==> src/rtl/mc_ctrl_pkg.sv <==
// Shared encodings for the multicycle controller: FSM states, instruction
// class/func codes and the ALU op constants the controller drives.
package mc_ctrl_pkg;

   typedef enum logic [3:0] {
      S_FETCH  = 4'd0,
      S_DECODE = 4'd1,
      S_MEMADR = 4'd2,
      S_IEXEC  = 4'd3,
      S_REXEC  = 4'd4,
      S_BRANCH = 4'd5,
      S_JUMP   = 4'd6,
      S_MEMRD  = 4'd7,
      S_MEMWR  = 4'd8,
      S_ALUWB  = 4'd9,
      S_MEMWB  = 4'd10,
      S_LI     = 4'd11,
      S_LUI    = 4'd12,
      S_IMMWB  = 4'd13,
      S_TRAP   = 4'd15
   } state_t;

   localparam logic [1:0] CLASS_JUMP   = 2'b00;
   localparam logic [1:0] CLASS_REG    = 2'b01;
   localparam logic [1:0] CLASS_BRANCH = 2'b10;
   localparam logic [1:0] CLASS_IMM    = 2'b11;

   localparam logic [3:0] FUNC_LI   = 4'b1001;
   localparam logic [3:0] FUNC_LUI  = 4'b1010;
   localparam logic [3:0] FUNC_LW   = 4'b1011;
   localparam logic [3:0] FUNC_SW   = 4'b1100;
   localparam logic [3:0] FUNC_LWI  = 4'b1101;
   localparam logic [3:0] FUNC_SWI  = 4'b1110;
   localparam logic [3:0] FUNC_TRAP = 4'b1111;

   localparam logic [3:0] ALU_PASS = 4'b0000;
   localparam logic [3:0] ALU_ADD  = 4'b0010;

   // States that stall on the memory handshake
   function automatic logic is_wait_state(input state_t s);
      return (s == S_FETCH) || (s == S_MEMRD) || (s == S_MEMWR);
   endfunction

endpackage

==> src/rtl/mc_ctrl_decode.sv <==
// Combinational instruction decode: DECODE-state successor and load/store
// classification taken from the top six IR bits.
module mc_ctrl_decode
   import mc_ctrl_pkg::*;
#(
   parameter int INSTR_W = 32
) (
   input  logic [INSTR_W-1:0] instr,
   output state_t             dec_next,
   output logic               is_load,
   output logic               is_store
);

   logic [1:0] cls;
   logic [3:0] func;
   logic [INSTR_W-7:0] unused_low_bits;

   assign cls             = instr[INSTR_W-1 -: 2];
   assign func            = instr[INSTR_W-3 -: 4];
   assign unused_low_bits = instr[INSTR_W-7:0];

   assign is_load  = (cls == CLASS_IMM) && ((func == FUNC_LW) || (func == FUNC_LWI));
   assign is_store = (cls == CLASS_IMM) && ((func == FUNC_SW) || (func == FUNC_SWI));

   always_comb begin
      dec_next = S_IEXEC;
      if ({cls, func} == 6'd0) begin
         dec_next = S_FETCH;
      end else begin
         case (cls)
            CLASS_JUMP:   dec_next = S_JUMP;
            CLASS_REG:    dec_next = S_REXEC;
            CLASS_BRANCH: dec_next = S_BRANCH;
            default: begin
               case (func)
                  FUNC_LI:   dec_next = S_LI;
                  FUNC_LUI:  dec_next = S_LUI;
                  FUNC_LW, FUNC_LWI, FUNC_SW, FUNC_SWI: dec_next = S_MEMADR;
                  FUNC_TRAP: dec_next = S_TRAP;
                  default:   dec_next = S_IEXEC;
               endcase
            end
         endcase
      end
   end

endmodule

==> src/rtl/mc_controller_gen2.sv <==
// Multicycle datapath controller. Define MC_CTRL_MEM_TIMEOUT_EN to add a
// memory-wait watchdog that traps after 2**TO_W-1 consecutive stalled cycles.
module mc_controller_gen2
   import mc_ctrl_pkg::*;
#(
   parameter int INSTR_W = 32,
   parameter int TO_W    = 4
) (
   input  logic               clk,
   input  logic               reset,
   input  logic [INSTR_W-1:0] instr,
   input  logic               mem_ready,
   output logic               pc_write,
   output logic               ir_write,
   output logic               mem_read,
   output logic               mem_write,
   output logic               mem_to_reg,
   output logic               alu_src_a,
   output logic               reg_write,
   output logic               lui,
   output logic               swb,
   output logic [1:0]         pc_source,
   output logic [1:0]         alu_src_b,
   output logic [1:0]         branch_type,
   output logic [3:0]         alu_op,
   output logic [3:0]         state,
   output logic               fault
);

   state_t     state_reg;
   state_t     dec_next;
   logic       is_load;
   logic       is_store;
   logic       timeout;
   logic [1:0] cls;
   logic [3:0] func;

   assign cls  = instr[INSTR_W-1 -: 2];
   assign func = instr[INSTR_W-3 -: 4];

   mc_ctrl_decode #(.INSTR_W(INSTR_W)) u_decode (
      .instr    (instr),
      .dec_next (dec_next),
      .is_load  (is_load),
      .is_store (is_store)
   );

`ifdef MC_CTRL_MEM_TIMEOUT_EN
   localparam logic [TO_W-1:0] TO_LIMIT = '1;
   logic [TO_W-1:0] to_cnt_reg;

   // Fires on the stalled cycle that would bring the run length to TO_LIMIT
   assign timeout = is_wait_state(state_reg) && !mem_ready && (to_cnt_reg == TO_LIMIT - 1'b1);

   always_ff @(posedge clk) begin
      if (reset)
         to_cnt_reg <= '0;
      else if (is_wait_state(state_reg) && !mem_ready && !timeout)
         to_cnt_reg <= to_cnt_reg + 1'b1;
      else
         to_cnt_reg <= '0;
   end
`else
   logic [TO_W-1:0] unused_to_w;
   assign unused_to_w = '0;
   assign timeout     = 1'b0;
`endif

   always_ff @(posedge clk) begin
      if (reset) begin
         state_reg <= S_FETCH;
      end else begin
         case (state_reg)
            S_FETCH:  if (timeout) state_reg <= S_TRAP; else if (mem_ready) state_reg <= S_DECODE;
            S_DECODE: state_reg <= dec_next;
            S_MEMADR: begin
               if (is_load)       state_reg <= S_MEMRD;
               else if (is_store) state_reg <= S_MEMWR;
               else               state_reg <= S_FETCH;
            end
            S_IEXEC, S_REXEC: state_reg <= S_ALUWB;
            S_MEMRD:  if (timeout) state_reg <= S_TRAP; else if (mem_ready) state_reg <= S_MEMWB;
            S_MEMWR:  if (timeout) state_reg <= S_TRAP; else if (mem_ready) state_reg <= S_FETCH;
            S_LI, S_LUI: state_reg <= S_IMMWB;
            S_TRAP:   state_reg <= S_TRAP;
            default:  state_reg <= S_FETCH;
         endcase
      end
   end

   always_comb begin
      pc_write    = 1'b0;
      ir_write    = 1'b0;
      mem_read    = 1'b0;
      mem_write   = 1'b0;
      mem_to_reg  = 1'b0;
      alu_src_a   = 1'b0;
      reg_write   = 1'b0;
      lui         = 1'b0;
      swb         = 1'b0;
      pc_source   = 2'b00;
      alu_src_b   = 2'b00;
      branch_type = 2'b00;
      alu_op      = ALU_PASS;
      case (state_reg)
         S_FETCH: begin
            mem_read  = 1'b1;
            alu_src_b = 2'b01;
            alu_op    = ALU_ADD;
            ir_write  = mem_ready;
            pc_write  = mem_ready;
         end
         S_DECODE: begin
            alu_src_b = 2'b11;
            swb       = (cls == CLASS_BRANCH);
         end
         S_MEMADR: begin
            alu_src_a = 1'b1;
            alu_src_b = 2'b10;
            alu_op    = ALU_ADD;
            swb       = is_store;
         end
         S_IEXEC: begin
            alu_src_a = 1'b1;
            alu_src_b = 2'b10;
            alu_op    = func;
         end
         S_REXEC: begin
            alu_src_a = 1'b1;
            alu_op    = func;
         end
         S_BRANCH: begin
            pc_write    = 1'b1;
            branch_type = 2'b01;
         end
         S_JUMP: begin
            pc_write  = 1'b1;
            pc_source = 2'b10;
         end
         S_MEMRD: mem_read = 1'b1;
         S_MEMWR: begin
            mem_write = 1'b1;
            swb       = 1'b1;
         end
         S_ALUWB, S_IMMWB: reg_write = 1'b1;
         S_MEMWB: begin
            reg_write  = 1'b1;
            mem_to_reg = 1'b1;
         end
         S_LI: begin
            alu_src_b = 2'b11;
            alu_op    = func;
         end
         S_LUI: begin
            alu_src_b = 2'b11;
            alu_op    = func;
            lui       = 1'b1;
         end
         default: ;
      endcase
   end

   assign state = state_reg;
   assign fault = (state_reg == S_TRAP);

endmodule

==> config.mk <==
export PLATFORM = sky130hd
export DESIGN_NAME = mc_controller_gen2
export DESIGN_NICKNAME = d
export VERILOG_FILES = /design/src/rtl/mc_ctrl_pkg.sv /design/src/rtl/mc_ctrl_decode.sv /design/src/rtl/mc_controller_gen2.sv
export SDC_FILE = /design/constraint.sdc
export NUM_CORES = 1
export LEC_CHECK = 0
export BUFFER_PORTS_ARGS = -buffer_cell sky130_fd_sc_hd__buf_4
export CAP_MARGIN = 20
export CORE_ASPECT_RATIO = 2
export CORE_MARGIN = 2
export CORE_UTILIZATION = 25
export DETAILED_ROUTE_END_ITERATION = 16
export PLACE_DENSITY = 0.63
export SYNTH_ARGS = -nofsm -noshare
export SYNTH_HDL_FRONTEND = slang
export SYNTH_SLANG_ARGS = --single-unit
==> constraint.sdc <==
create_clock -name clk -period 5.05 [get_ports clk]
set_input_delay 0.2525 -clock clk [delete_from_list [all_inputs] [get_ports clk]]
set_output_delay 0.2525 -clock clk [all_outputs]
set_load 0.005 [all_outputs]
==> results.ini, run 1 <==
[outcome]
status=completed

[yosys]
synth_cells=108
synth_ff_type=dfxtp_1
yosysTopAreaCellShare=0.1133
synthTopCellsByArea=dfxtp_1 (11%), nor2_1 (6.4%), o21ai_0 (5.7%)
ys_seq_area_frac=0.1133
ys_seq_elements=4
synth_area_per_cell_um2=6.546
synth_edf_count=0
synthArstFlopShare=0
synth_area_um2=706.9
yosys.area.top_type=dfxtp_1
yosysWarnings=0
ys_types=40

[cts]
cts_setup_buffers=0
cts_tree=built
cts-root-buf=clkbuf_8
htreeDepth=1
clock_sinks=4
cts_buffer_depth=2
post_cts_resized=0
cts.reportedPaths.clkPinSlew_ns=0.03
clk-insertion-delay-late_ns=0.22
numCtsBuffers=3
hold_buffers=0

[global_route]
antenna_found_initial=0
grt_overflow_total=0
grt_max_degree=23
grt_pass1_vias=789
grt_pass1_wl_um=3505
globalRouteTotalUtil=0.1297

[place]
post-place-ws_ns=2.914
hpwl_um=1588
numPortBuffers=30
dp_cells=156
globalplace.congestion=0.8272

[final_layout]
fin_cells=159
nets=167
largest_reg_flops=4
syn_to_final_growth_pct=34.87
layout-drive-gt1-share=0.3231
n_antenna_cell=0
fillers=294

[setup_path]
path_delay_family=flip-flops
critPathArrivalTime_ns=2.01
crit_path_max_incr_delay_ns=0.73
crit_path_top_delay_cell=dfxtp_1
crit_path_start_kind=register
endpoint_kind=output pin
critPathMaxFanout=22
critPathKind=register to output pin
critPathRequiredTime_ns=4.80
cp_num_buf_inv=1
worstPathCellList=or4b_4, o32ai_1, buf_4

[floorplan]
coreArea_um2=2736
die_width_um=41.60
io_pins=59
die_y_um=79.20
row_count=27
dieArea_um2=3295
start_util=0.2583

[route]
dr.pass1.iters=4
drt_iter0_markers=20
drcViolationCount=0
wl_per_cell_um=13.41
viasPerCell=5.497
vias=874
drtAntennaViolNets=0
postRouteWirelength_um=2132

[timing]
period_minus_slack_ns=2.262
setup_viol=0
report.final.slew_viol_count=0
rsz0062_at_grt=no
hold_viol_final=0
max_freq_ghz=0.4421
fin_crit_sh=0.4479
skew_ns=0.0004101
fin_ws_ns=2.788
tightest_slew_ns=0.6603
slew_headroom=0.5592
fin_tns_setup_ns=0

[hold_path]
hold_path.class=input pin to register

[power_and_ir_drop]
ir_worst_vdd_uv=100.9
leakage_nw=0.4128
cellPowerDensity_nw_per_um2=256.7

[job]
max_cap_viol_count=0

## placed cells by master (no fill, tap or decap), types with 4 or more instances in the layout
cell type	instances
or2_2	4
and2_1	4
nand2_1	7
nor2_1	12
o21ai_0	8
or3_1	4
buf_4	30
dfxtp_1	4
a21oi_1	7
nand2b_1	6
## area by class of cell
class,count,area [µm²],share of cell area
inverter,3,11.26,0.01181
tap,29,36.28,0.03806
clock buffer,3,41.29,0.04331
timing repair buffer,30,225.2,0.2362
sequential,4,80.08,0.08399
multi-input combinational,90,559.3,0.5866
## worst reg2reg max path: cells and delay by family (launching register included)
family             cells  cell delay, ns
and+or+nand+nor        2            1.06
AOI/OAI and AO/OA      2            0.30
DFF                    1            0.73
## final timing paths
check                         from               endpoint  slack, ns  cells after the start
min reg2reg  state[2]$_SDFFE_PP0P_  state[1]$_SDFFE_PP0P_       0.84                      2
min                          reset  state[2]$_SDFFE_PP0P_       0.24                      2
max          state[1]$_SDFFE_PP0P_                    swb       2.79                      3
max reg2reg  state[1]$_SDFFE_PP0P_  state[2]$_SDFFE_PP0P_       2.89                      4
## layer usage
layer	vias to the layer above	routed length [µm]	global-route usage	share of wire
met2	36	1171	0.2359	0.55
met1	404	798	0.1399	0.37
met4	0	42	0.07097	0.020
met5	-	0	0	0
met3	4	119	0.01591	0.056
li1	430	-	-	-
## synth_stat cells, drive strengths merged (2+ instances only)
| master | number |
|---|---|
| clkbuf | 9 |
| inv | 3 |
| nand3 | 3 |
| nor3 | 3 |
| nor2 | 12 |
| o32ai | 2 |
| or4b | 3 |
| o21a | 2 |
| nand2 | 7 |
| xnor2 | 2 |
| or2 | 4 |
| o21ai | 8 |
| and2 | 4 |
| dfxtp | 4 |
| or3 | 4 |
| o211ai | 2 |
| xor2 | 2 |
| buf | 3 |
| nand2b | 6 |
| a21oi | 7 |
## stage by stage
stage | area [µm²] | utilization | hold WS, ns | power, mW
floorplan | 710.7 | - | 0.3158 | 0.1271
global placement | 912.1 | 0.3333 | 0.4619 | 0.1765
detailed placement | 912.1 | 0.3333 | 0.4611 | 0.1786
CTS | 953.4 | 0.3484 | 0.2382 | 0.2476
global route | 953.4 | 0.3484 | 0.2437 | 0.2654
finish | 953.4 | 0.3484 | 0.2422 | 0.2448
## logic make-up (layout without fill, tap and decap cells)
| group | Yosys count | after routing | share of synthesized area |
|---|---|---|---|
| simple gates | 52 | 52 | 0.4177 |
| compound gates | 32 | 32 | 0.3133 |
| buf+inv | 15 | 36 | 0.1009 |
| xor+xnor | 4 | 4 | 0.04957 |
| flops | 4 | 4 | 0.1133 |
| other cells | 1 | 2 | 0.005305 |
## where the power goes
group	switching [mW]	total, mW	internal (mW)
sequential	0.0212	0.0574	0.0362
combinational	0.0523	0.121	0.0684
clock	0.0160	0.0667	0.0508
total	0.0894	0.245	0.155
Note: power is estimated with default switching activity, not from simulation.
==> inputs of run 2 (changes only) <==
==> constraint.sdc (replaced) <==
create_clock -name clk -period 2.3 [get_ports clk]
set_input_delay 0.115 -clock clk [delete_from_list [all_inputs] [get_ports clk]]
set_output_delay 0.115 -clock clk [all_outputs]
set_load 0.005 [all_outputs]
==> run 2 against run 1 <==
Cell area rose by 3.1%. Global-route usage grew 0.55 points. Die area is the same. First-iteration DRC count rose by 40%. Wire length is 6.6% higher. Power increased by 130%. Final cell count up 2.5%. Sequential power increased by 51%. Critical endpoint is now alu_op[0]. Largest cell class unchanged.
==> results.ini, run 2 (same netlist as run 1, synthesis figures left out) <==
[setup_path]
cp-startpoint=state[2]$_SDFFE_PP0P_
endpoint_kind=output pin
critPathRequiredTime_ns=2.18
crit_path_max_incr_delay_ns=0.54
crit_cells=5
reg2reg_setup_slack_ns=0.52
reg2reg_from=state[3]$_SDFFE_PP0P_
cp_num_buf_inv=2
critPathMaxFanout=20
r2r-end=state[1]$_SDFFE_PP0P_
worstPathCellList=buf_4, or3b_2, o21ai_0, and2_1, buf_4
crit_path_top_delay_cell=or3b_2
critPathMostFrequentCell=buf_4
critPathKind=register to output pin
critPathArrivalTime_ns=1.74
crit_path_start_kind=register
path_delay_family=simple AND/OR/NAND/NOR gates
endpoint=alu_op[0]
reg2regPathDepth=4

[power_and_ir_drop]
combinationalPowerShare=0.583
switchingPower_mw=0.2022
leakage_nw=0.4341
total_power_mw=0.5548
p_clk_frac=0.261
p_seq_frac=0.156
cellPowerDensity_nw_per_um2=564.1
p_int_mw=0.3526
power.share.switching=0.3645
ir_worst_vdd_uv=223.3

[cts]
numCtsBuffers=3
hold_buffers=0
cts.reportedPaths.clkPinSlew_ns=0.03
cts_buffer_depth=2
clock_sinks=4
cts_tree=built
cts_setup_buffers=0
htreeDepth=1
clk-insertion-delay-late_ns=0.21
post_cts_resized=0
cts-root-buf=clkbuf_8

[global_route]
grt_max_degree=22
globalRouteTotalUtil=0.1352
antenna_found_initial=0
grt_pass1_wl_um=3636
grt_overflow_total=0
grt_pass1_vias=828

[floorplan]
coreArea_um2=2736
io_pins=59
start_util=0.2583
die_y_um=79.20
die_width_um=41.60
dieArea_um2=3295
row_count=27

[hold_path]
hold_path.class=input pin to register

[timing]
period_minus_slack_ns=1.860
setup_viol=0
fin_tns_setup_ns=0
max_freq_ghz=0.5378
fin_crit_sh=0.8085
rsz0062_at_grt=no
report.final.slew_viol_count=0
skew_ns=0.0005607
hold_viol_final=0

[route]
drtAntennaViolNets=0
wl_per_cell_um=13.94
postRouteWirelength_um=2273
drcViolationCount=0
drt_iter0_markers=28
vias=888
dr.pass1.iters=4
viasPerCell=5.448

[final_layout]
syn_to_final_growth_pct=39.12
final_common_cell=buf_4
fin_cells=163
largest_reg_flops=4
n_antenna_cell=0
layout_common_cells=buf_4 (34), nor2_1 (12), o21ai_0 (8), nand2_1 (7), a21oi_1 (7)
fillers=304
nets=171
layout-drive-gt1-share=0.3433

[place]
hpwl_um=1786
globalplace.congestion=0.8504
dp_cells=160
numPortBuffers=30

[job]
max_cap_viol_count=0

[outcome]
status=completed

==> run 2: cell types whose count changed in the layout (fill, tap and decap cells not counted) <==
cell   before  now
buf_4      30   34
==> run 2: how the worst min path moves through the flow <==
| stage | start | cells past startpoint | slack [ns] | endpoint |
|---|---|---|---|---|
| global route | reset | 2 | 0.11 | state[2]$_SDFFE_PP0P_ |
| CTS | reset | 2 | 0.10 | state[2]$_SDFFE_PP0P_ |
| detailed placement | reset | 2 | 0.32 | state[2]$_SDFFE_PP0P_ |
| global placement | reset | 2 | 0.32 | state[2]$_SDFFE_PP0P_ |
| finish | reset | 2 | 0.11 | state[2]$_SDFFE_PP0P_ |
| floorplan | reset | 1 | 0.18 | state[2]$_SDFFE_PP0P_ |
==> run 2: stage by stage <==
stage	setup slack, ns	instance area (µm²)	hold WS, ns	utilization
2_1_floorplan	0.5221	710.7	0.1783	-
3_3_place_gp	0.5347	942.2	0.3239	0.3443
3_5_place_dp	0.5237	942.2	0.3231	0.3443
4_1_cts	0.4331	983.4	0.1040	0.3594
5_1_grt	0.3626	983.4	0.1149	0.3594
6_report	0.4404	983.4	0.1111	0.3594
==> run 2: worst register-to-register path, cell delays in order (launching register included) <==
cell and delay (ns):
dfxtp_1 0.37, buf_4 0.20, or4b_1 0.56, or3_1 0.40, a31oi_1 0.17
==> run 2: cell type report <==
class | instances | area [µm²] | area share
multi-input cells | 90 | 559.3 | 0.5687
repair buffers | 34 | 255.2 | 0.2595
flip-flops and latches | 4 | 80.08 | 0.08142
clock buffers | 3 | 41.29 | 0.04198
well taps | 29 | 36.28 | 0.03690
inverters | 3 | 11.26 | 0.01145
==> run 2: power groups by stage <==
| stage | registers [mW] | logic [mW] | clock network (mW) |
|---|---|---|---|
| floorplan | 0.0886 | 0.190 | 0 |
| global placement | 0.0864 | 0.314 | 0 |
| detailed placement | 0.0877 | 0.324 | 0 |
| CTS | 0.0870 | 0.325 | 0.149 |
| global route | 0.0886 | 0.355 | 0.152 |
| finish | 0.0867 | 0.323 | 0.145 |
==> run 2: routing by layer <==
metal / track usage / vias up / share of wire
li1: - / 437 / -
met4: 0.05484 / 0 / 0
met1: 0.1384 / 416 / 0.35
met3: 0.006818 / 0 / 0.070
met5: 0 / - / 0
met2: 0.2703 / 35 / 0.58
==> inputs of run 3 (changes only) <==
--- a/config.mk
+++ b/config.mk
@@ -11,7 +11,7 @@
 export CORE_MARGIN = 2
 export CORE_UTILIZATION = 25
 export DETAILED_ROUTE_END_ITERATION = 16
-export PLACE_DENSITY = 0.63
+export PLACE_DENSITY = 0.65
 export SYNTH_ARGS = -nofsm -noshare
 export SYNTH_HDL_FRONTEND = slang
 export SYNTH_SLANG_ARGS = --single-unit
==> constraint.sdc (replaced) <==
create_clock -name clk -period 1.6 [get_ports clk]
set_input_delay 0.08 -clock clk [delete_from_list [all_inputs] [get_ports clk]]
set_output_delay 0.08 -clock clk [all_outputs]
set_load 0.005 [all_outputs]
==> run 3 against run 2 <==
The run now ends with negative setup slack left. Sequential cell count is the same. Cell area up 9.9%. Critical path type is now register to register. Wire length grew 0.26%. Clock skew up 0.0014 ns. Core utilization is 3.6 points higher. Largest cell class unchanged. Via count is 2.8% higher.
==> results.ini, run 3 (same netlist as run 1, synthesis figures left out) <==
[timing]
hold_viol_final=0
fin_ws_ns=-0.1204
skew_ns=0.001930
rsz0062_at_grt=yes
report.final.slew_viol_count=0
fin_crit_sh=1.075
period_minus_slack_ns=1.720
max_freq_ghz=0.5813
setup_viol=5

[place]
numPortBuffers=30
dpl-instance-area_um2=988.4
hpwl_um=1793
globalplace.congestion=0.8184

[cts]
cts-root-buf=clkbuf_8
cts_buffer_depth=2
numCtsBuffers=3
clock_sinks=4
cts_tree=built
htreeDepth=1
cts.reportedPaths.clkPinSlew_ns=0.03
clk-insertion-delay-late_ns=0.21

[power_and_ir_drop]
combinationalPowerShare=0.610
ir_worst_vdd_uv=371.5
cellPowerDensity_nw_per_um2=791.4
power.share.switching=0.3535
switchingPower_mw=0.3024
p_seq_frac=0.147
p_clk_frac=0.243
p_int_mw=0.5531
leakage_nw=0.4892

[route]
vias=913
viasPerCell=5.339
drcViolationCount=0
dr.pass1.iters=4
postRouteWirelength_um=2279
drt_iter0_markers=18
wl_per_cell_um=13.33
drtAntennaViolNets=0

[global_route]
grt_pass1_vias=871
antenna_found_initial=0
globalRouteTotalUtil=0.1338
grt_max_degree=15
grt_overflow_total=0
grt_pass1_wl_um=3615

[final_layout]
multiInputGateArea_um2=586.8
layout-drive-gt1-share=0.4296
final_area_um2=1081
layout_common_cells=buf_4 (40), nor2_1 (12), a21oi_1 (7), nand2b_1 (6), nand2_1 (6)
regArea_um2=82.58
nets=179
n_antenna_cell=0
fin_util=0.3951
fillers=294
final_common_cell=buf_4
largest_reg_flops=4
syn_to_final_growth_pct=52.92

[setup_path]
endpoint_kind=register
critPathKind=register to register
reg2regPathDepth=4
crit_path_start_kind=register
reg2reg_setup_slack_ns=-0.12
critPathArrivalTime_ns=1.86
critPathMaxFanout=2
critPathRequiredTime_ns=1.73

[floorplan]
coreArea_um2=2736
die_y_um=79.20
row_count=27
io_pins=59
start_util=0.2583
dieArea_um2=3295
die_width_um=41.60

[outcome]
status=finished, violations left
violations=negative setup slack

[hold_path]
whs_path_depth=2
hold_path.class=input pin to register

[job]
max_cap_viol_count=0

run 3: changes by cell type in the layout (fill, tap and decap cells not counted), moves of 2 or more:
cell / delta
buf_4: +6
dfxtp_1: -2
dfxtp_2: +2
o21ai_1: +2
o21ai_0: -3
buf_6: +2
run 3: stage by stage:
stage	total power, mW	TNS, ns	instances	worst slack (ns)	hold WS, ns
finish	0.8556	-0.2876	171	-0.1204	0.08003
global placement	0.6045	-0.2566	166	-0.1052	0.2897
floorplan	0.4026	-0.3805	109	-0.1721	0.1433
global route	0.9118	-0.5467	171	-0.1446	0.07462
CTS	0.8515	-0.3348	170	-0.1128	0.07341
detailed placement	0.6125	-0.2724	166	-0.1024	0.2926
run 3: path summary, 6_finish.rpt:
path                           endpoint                  start
setup / recovery  state[2]$_SDFFE_PP0P_  state[2]$_SDFFE_PP0P_
hold / removal    state[2]$_SDFFE_PP0P_                  reset
setup reg to reg  state[2]$_SDFFE_PP0P_  state[2]$_SDFFE_PP0P_
hold reg to reg   state[1]$_SDFFE_PP0P_  state[0]$_SDFFE_PP0P_
run 3: timing repair:
item	in CTS	in global routing
hold buffers	0	0
buffers inserted	1	1
pin swaps	1	4
cloned	0	0
resized for setup	11	4
setup endpoints to repair	11	9
run 3: metal layers:
metal	global-route usage	up-vias	wire [µm]
li1	-	455	-
met1	0.1288	425	862
met2	0.2609	25	1272
met3	0.01364	8	77
met4	0.07742	0	66
met5	0	-	0
run 3: final cells by class:
| class | count | share of cell area |
|---|---|---|
| multi-input combinational | 90 | 0.5428 |
| timing repair buffer | 42 | 0.2986 |
| sequential | 4 | 0.07639 |
| clock buffer | 3 | 0.03819 |
| tap | 29 | 0.03356 |
| inverter | 3 | 0.01042 |
run 3: power groups by stage:
stage	clock, mW	combinational (mW)	sequential, mW
after floorplan	0	0.274	0.129
after global placement	0	0.481	0.123
after detailed placement	0	0.487	0.126
after CTS	0.210	0.517	0.125
after global routing	0.218	0.567	0.127
final	0.208	0.522	0.126
run 3: critical path, cell delays in order, from the launching register on:
cell and delay [ns]:
dfxtp_1 0.30, or4b_4 0.53, or4b_4 0.50, o21a_1 0.14, a41oi_2 0.16
